==> config.mk <==
export PLATFORM = sky130hd
export DESIGN_NAME = serial_shifter
export DESIGN_NICKNAME = d
export VERILOG_FILES = /design/src/rtl/shift_pkg.sv /design/src/rtl/shift_step.sv /design/src/rtl/serial_shifter.sv
export SDC_FILE = /design/constraint.sdc
export NUM_CORES = 1
export LEC_CHECK = 0
export CAP_MARGIN = 20
export CORE_MARGIN = 5
export CORE_UTILIZATION = 66
export DETAILED_ROUTE_END_ITERATION = 8
export DONT_BUFFER_PORTS = 1
export GPL_TIMING_DRIVEN = 0
export PLACE_DENSITY_LB_ADDON = 0.15
export SLEW_MARGIN = 20
export SYNTH_ARGS = -nofsm -noshare
export SYNTH_HDL_FRONTEND = slang
export SYNTH_SLANG_ARGS = --single-unit
==> constraint.sdc <==
create_clock -name clk -period 4.4 [get_ports clk]
set_input_delay 0.88 -clock clk [delete_from_list [all_inputs] [get_ports clk]]
set_output_delay 0.88 -clock clk [all_outputs]
set_load 0.05 [all_outputs]
==> src/rtl/shift_pkg.sv <==
// shift_pkg: shared shift-op encoding, FSM state type and parameter defaults
// for the serial shifter and the datapath shifter/decoder.
package shift_pkg;

    localparam int WIDTH_DEF = 16;
    localparam int AMT_W_DEF = 4;

    typedef enum logic [1:0] {
        SH_NONE = 2'b00,
        SH_LSL  = 2'b01,
        SH_LSR  = 2'b10,
        SH_ASR  = 2'b11
    } shift_op_t;

    typedef enum logic [1:0] {
        ST_IDLE  = 2'b00,
        ST_SHIFT = 2'b01,
        ST_DONE  = 2'b10
    } state_t;

endpackage

==> src/rtl/shift_step.sv <==
// shift_step: combinational single-bit shift of a WIDTH-bit word by op,
// returning the shifted word and the bit shifted out.
module shift_step
    import shift_pkg::*;
#(
    parameter int WIDTH = WIDTH_DEF
) (
    input  logic [WIDTH-1:0] i_r,
    input  shift_op_t        i_op,
    output logic [WIDTH-1:0] o_r_next,
    output logic             o_carry
);

    always_comb begin
        o_r_next = i_r;
        o_carry  = 1'b0;
        case (i_op)
            SH_LSL: begin
                o_r_next = {i_r[WIDTH-2:0], 1'b0};
                o_carry  = i_r[WIDTH-1];
            end
            SH_LSR: begin
                o_r_next = {1'b0, i_r[WIDTH-1:1]};
                o_carry  = i_r[0];
            end
            SH_ASR: begin
                o_r_next = {i_r[WIDTH-1], i_r[WIDTH-1:1]};
                o_carry  = i_r[0];
            end
            default: begin
                o_r_next = i_r;
                o_carry  = 1'b0;
            end
        endcase
    end

endmodule

==> src/rtl/serial_shifter.sv <==
// serial_shifter: multi-cycle shifter, one bit per clock, with start/busy/done
// handshake; carry_out holds the last bit shifted out.
module serial_shifter
    import shift_pkg::*;
#(
    parameter int WIDTH = WIDTH_DEF,
    parameter int AMT_W = AMT_W_DEF
) (
    input  logic             clk,
    input  logic             rst_n,
    input  logic             start,
    input  logic [WIDTH-1:0] shift_in,
    input  logic [1:0]       shift_op,
    input  logic [AMT_W-1:0] shift_amt,
    output logic             busy,
    output logic             done,
    output logic [WIDTH-1:0] shift_out,
    output logic             carry_out
);

    state_t           r_state;
    state_t           w_next_state;
    logic [AMT_W-1:0] r_cnt;
    shift_op_t        r_op;
    logic             w_accept;
    logic [WIDTH-1:0] w_step;
    logic             w_carry;

    shift_step #(.WIDTH(WIDTH)) u_step (
        .i_r      (shift_out),
        .i_op     (r_op),
        .o_r_next (w_step),
        .o_carry  (w_carry)
    );

    // A start arriving during SHIFT is dropped, not queued.
    assign w_accept = start && (r_state != ST_SHIFT);

    always_comb begin
        w_next_state = ST_IDLE;
        if (w_accept)
            w_next_state = (shift_amt == '0) ? ST_DONE : ST_SHIFT;
        else if (r_state == ST_SHIFT)
            w_next_state = (r_cnt == AMT_W'(1)) ? ST_DONE : ST_SHIFT;
    end

    always_ff @(posedge clk or negedge rst_n) begin
        if (!rst_n) begin
            r_state   <= ST_IDLE;
            r_cnt     <= '0;
            r_op      <= SH_NONE;
            shift_out <= '0;
            carry_out <= 1'b0;
        end else begin
            r_state <= w_next_state;
            if (w_accept) begin
                shift_out <= shift_in;
                carry_out <= 1'b0;
                r_op      <= shift_op_t'(shift_op);
                r_cnt     <= shift_amt;
            end else if (r_state == ST_SHIFT) begin
                shift_out <= w_step;
                carry_out <= w_carry;
                r_cnt     <= r_cnt - AMT_W'(1);
            end
        end
    end

    assign busy = (r_state == ST_SHIFT);
    assign done = (r_state == ST_DONE);

endmodule

==> metrics.txt <==
# TYPE chip_impl_metric gauge
chip_impl_metric{name="drive_gt1_share",unit="%"} 10.4
chip_impl_metric{name="globalplace.congestion",unit=""} 0.840
chip_impl_metric{name="grt_use_met3",unit="%"} 6.03
chip_impl_metric{name="globalRoute.totalOverflow",unit=""} 0
chip_impl_metric{name="layout.nets",unit=""} 172
chip_impl_metric{name="dr.first_iter.drc_count",unit=""} 31
chip_impl_metric{name="via_count_of_the_first_global_routing_pass",unit=""} 1150
chip_impl_metric{name="insertion_delay_to_the_later_sink_of_the_worst_skew_pair",unit="ns"} 0.32
chip_impl_metric{name="number_of_register_bits_inferred_by_synthesis",unit=""} 25
chip_impl_metric{name="synth-edff-count",unit=""} 0
chip_impl_metric{name="totalWireLength",unit="um"} 3200
chip_impl_info{name="tritoncts",value="yes"} 1
chip_impl_metric{name="slew-limit-headroom",unit="%"} 33.7
chip_impl_metric{name="antenna_left",unit=""} 0
chip_impl_info{name="synth_ff_type",value="sky130_fd_sc_hd__dfrtp_1"} 1
chip_impl_metric{name="antenna_found_initial",unit=""} 0
chip_impl_info{name="synth.most_common_cell",value="sky130_fd_sc_hd__nand2_1"} 1
chip_impl_info{name="critPathLaunch",value="r_state[1]"} 1
chip_impl_metric{name="average_wire_per_cell_in_the_routed_design",unit="um"} 18.7
chip_impl_info{name="synth_top_cell_by_area",value="sky130_fd_sc_hd__dfrtp_1"} 1
chip_impl_metric{name="core-area",unit="mm^2"} 0.00198
chip_impl_metric{name="cts_htree_levels",unit=""} 1
chip_impl_metric{name="maxCapViolations",unit=""} 0
chip_impl_info{name="gr-max-usage-layer",value="met2"} 1
chip_impl_metric{name="global_route.usage.met2",unit="%"} 33.9
chip_impl_metric{name="hpwl",unit="um"} 2360
chip_impl_info{name="timing.critical_path.from_type",value="flop"} 1
chip_impl_info{name="crit-reg2reg-launch",value="r_state[1]"} 1
chip_impl_metric{name="finalSetupViolations",unit=""} 0
chip_impl_metric{name="r2r.worst_path.cells",unit=""} 6
chip_impl_metric{name="post_cts.resized_instances",unit=""} 0
chip_impl_info{name="rsz0062_at_grt",value="no"} 1
chip_impl_metric{name="clk_transition_reported_paths",unit="ns"} 0.13
chip_impl_info{name="min_path_type",value="in2async"} 1
chip_impl_info{name="critical_path.reg2reg.endpoint",value="r_cnt[0]"} 1
chip_impl_metric{name="detail_route.drc_violations",unit=""} 0
chip_impl_metric{name="globalRouteTotalUtil",unit="%"} 21.9
chip_impl_metric{name="synth_seq_area_share",unit="%"} 44.7
chip_impl_metric{name="layout_worst_path_cycle_share",unit="%"} 62.1
chip_impl_info{name="run_status",value="completed"} 1
chip_impl_metric{name="fin_worst_skew",unit="ns"} 0.00176
chip_impl_metric{name="die_width",unit="um"} 56.0
chip_impl_info{name="timing.critical_path.to",value="busy"} 1
chip_impl_metric{name="number_of_buffers_inserted_by_hold_repair_at_cts",unit=""} 0
chip_impl_metric{name="synthesized_netlist_net_count",unit=""} 167
chip_impl_metric{name="global_route_wire_length_before_repair",unit="um"} 5560
chip_impl_metric{name="placement.io_buffers",unit=""} 0
chip_impl_metric{name="power_per_cell_area",unit="mW/mm^2"} 939
chip_impl_info{name="clock-root-buffer",value="sky130_fd_sc_hd__clkbuf_4"} 1
chip_impl_metric{name="asyncSetResetFlopFracSynth",unit="%"} 100
chip_impl_metric{name="holdWs",unit="ns"} 0.231
chip_impl_metric{name="fmaxAchievable",unit="MHz"} 366
chip_impl_metric{name="placementRows",unit=""} 16
chip_impl_metric{name="avgSynthCellArea",unit="um^2"} 9.99
chip_impl_metric{name="area_growth_syn_to_layout",unit="%"} 4.29
chip_impl_info{name="cp-end-kind",value="primary output"} 1
chip_impl_metric{name="ir_worst_vdd",unit="mV"} 0.664
chip_impl_metric{name="grt_use_met1",unit="%"} 28.5
chip_impl_metric{name="maximum_root_to_sink_buffer_count",unit=""} 2
chip_impl_info{name="synth_common_cells",value="sky130_fd_sc_hd__nand2_1 (32), sky130_fd_sc_hd__dfrtp_1 (25), sky130_fd_sc_hd__a221o_1 (14), sky130_fd_sc_hd__mux2i_1 (14), sky130_fd_sc_hd__inv_1 (5)"} 1
chip_impl_metric{name="post_synth_instance_area",unit="mm^2"} 0.00140
chip_impl_metric{name="finalHoldViolations",unit=""} 0
chip_impl_metric{name="vias_per_cell",unit=""} 6.56
chip_impl_metric{name="report.final.slew_viol_count",unit=""} 0
chip_impl_metric{name="synth.distinct_cells",unit=""} 31
chip_impl_metric{name="crit_path_max_fanout",unit=""} 10
chip_impl_metric{name="worst_ep_arrival_time",unit="ns"} 1.85
chip_impl_metric{name="r2r_setup_slack",unit="ns"} 2.41
chip_impl_metric{name="period_needed",unit="ns"} 2.73
chip_impl_metric{name="floorplan.initialDensity",unit="%"} 70.6
chip_impl_metric{name="antenna_cell_count",unit=""} 0
chip_impl_metric{name="synth_cells",unit=""} 140
chip_impl_metric{name="route.vias.total",unit=""} 1121
chip_impl_metric{name="worst_slew_pin_slew",unit="ns"} 0.994
chip_impl_info{name="synth.top_cells.by_area",value="sky130_fd_sc_hd__dfrtp_1 (45%), sky130_fd_sc_hd__a221o_1 (10%), sky130_fd_sc_hd__mux2i_1 (10%), sky130_fd_sc_hd__nand2_1 (8.6%), sky130_fd_sc_hd__mux2_2 (3.2%)"} 1
chip_impl_metric{name="first_pass_iters",unit=""} 4
chip_impl_metric{name="grt_start_max_net_pins",unit=""} 26
chip_impl_metric{name="die-area",unit="mm^2"} 0.00314
chip_impl_metric{name="finalCoreUtilization",unit="%"} 73.6
chip_impl_metric{name="yosys.area.top_type_share",unit="%"} 44.7
chip_impl_metric{name="ys_warn_count",unit=""} 0
chip_impl_metric{name="cts_sinks",unit=""} 25
chip_impl_metric{name="postCtsSetupRepairBufs",unit=""} 0
chip_impl_metric{name="worstPathRequired",unit="ns"} 3.52
chip_impl_metric{name="io_pins",unit=""} 44
chip_impl_metric{name="fillerInstances",unit=""} 137
chip_impl_metric{name="timing.setup.tns",unit="ns"} 0
chip_impl_metric{name="finalNonFillerCells",unit=""} 171
chip_impl_info{name="setup.worst_path.class",value="reg2out"} 1
chip_impl_metric{name="total_leakage_power",unit="nW"} 0.660
chip_impl_metric{name="cts_made_buffers",unit=""} 3
chip_impl_metric{name="die-height",unit="um"} 56.0
chip_impl_metric{name="number_of_instances_in_the_placed_design",unit=""} 167
## power by group
group / leakage [nW] / switching (mW) / internal (mW)
combinational: 0.339 / 0.295 / 0.269
sequential: 0.306 / 0.369 / 0.334
clock: 0.0150 / 0.0678 / 0.0355
total: 0.660 / 0.731 / 0.639
## cells in the final DEF, fill, tap and decap left out, types with 3 or more instances in the layout
cell                        n
sky130_fd_sc_hd__buf_2      3
sky130_fd_sc_hd__dfrtp_1   25
sky130_fd_sc_hd__a221o_1   14
sky130_fd_sc_hd__clkbuf_4   3
sky130_fd_sc_hd__a211oi_1   3
sky130_fd_sc_hd__clkbuf_1   5
sky130_fd_sc_hd__nand2_1   32
sky130_fd_sc_hd__nor2b_1    3
sky130_fd_sc_hd__nand3_1    4
sky130_fd_sc_hd__nor3_1     4
sky130_fd_sc_hd__mux2_2     4
sky130_fd_sc_hd__mux2i_1   14
sky130_fd_sc_hd__inv_1      5
## routing by layer
metal  vias to the layer above  wire length, um
met3                         4              251
met1                       554             1310
met5                         -                0
met4                         0               26
met2                        46             1620
li1                        517                -
## worst min-delay path by stage
stage	to	slack [ns]	start
3_3_place_gp	r_op[0]	0.54	r_op[0]
2_1_floorplan	r_cnt[3]	0.52	r_cnt[3]
4_1_cts	r_cnt[1]	0.23	rst_n
6_report	shift_out[11]	0.23	rst_n
5_1_grt	shift_out[11]	0.20	rst_n
3_5_place_dp	r_cnt[3]	0.54	r_cnt[3]
## critical path: stages (launching register included)
cell and delay (ns):
sky130_fd_sc_hd__dfrtp_1 0.39, sky130_fd_sc_hd__nand2b_1 0.16, sky130_fd_sc_hd__buf_6 0.15, sky130_fd_sc_hd__inv_4 0.08, sky130_fd_sc_hd__clkbuf_1 0.74
## logic make-up after synthesis
group,Yosys count,share of synthesized area [%]
mux,19,14.3
compound gates,28,17.5
buf+inv,16,5.81
flops,25,44.7
simple gates,50,15.8
fa+ha+maj,2,1.79
## state kept, by name (all words and copies together) (netlist names)
name and cells:
r_state 2, shift_out 16, carry_out 1, r_op 2, r_cnt 4
## per-stage QoR
| stage | instance area (um^2) | setup WS (ns) | total power [mW] |
|---|---|---|---|
| 2_1_floorplan | 1400 | 2.21 | 1.14 |
| 4_1_cts | 1460 | 1.67 | 1.37 |
| 3_5_place_dp | 1430 | 2.04 | 1.27 |
| 6_report | 1460 | 1.67 | 1.37 |
| 5_1_grt | 1460 | 1.59 | 1.46 |
| 3_3_place_gp | 1430 | 2.09 | 1.24 |
## cell type report
cell class	instances	area, um^2	area share, %
plain buffers	10	56.3	3.86
clock buffers	4	26.3	1.80
inverters	6	25.0	1.72
multi-input cells	99	692	47.4
flip-flops and latches	25	626	42.9
well taps	27	33.8	2.32
Power figures use the tool's default switching activity.
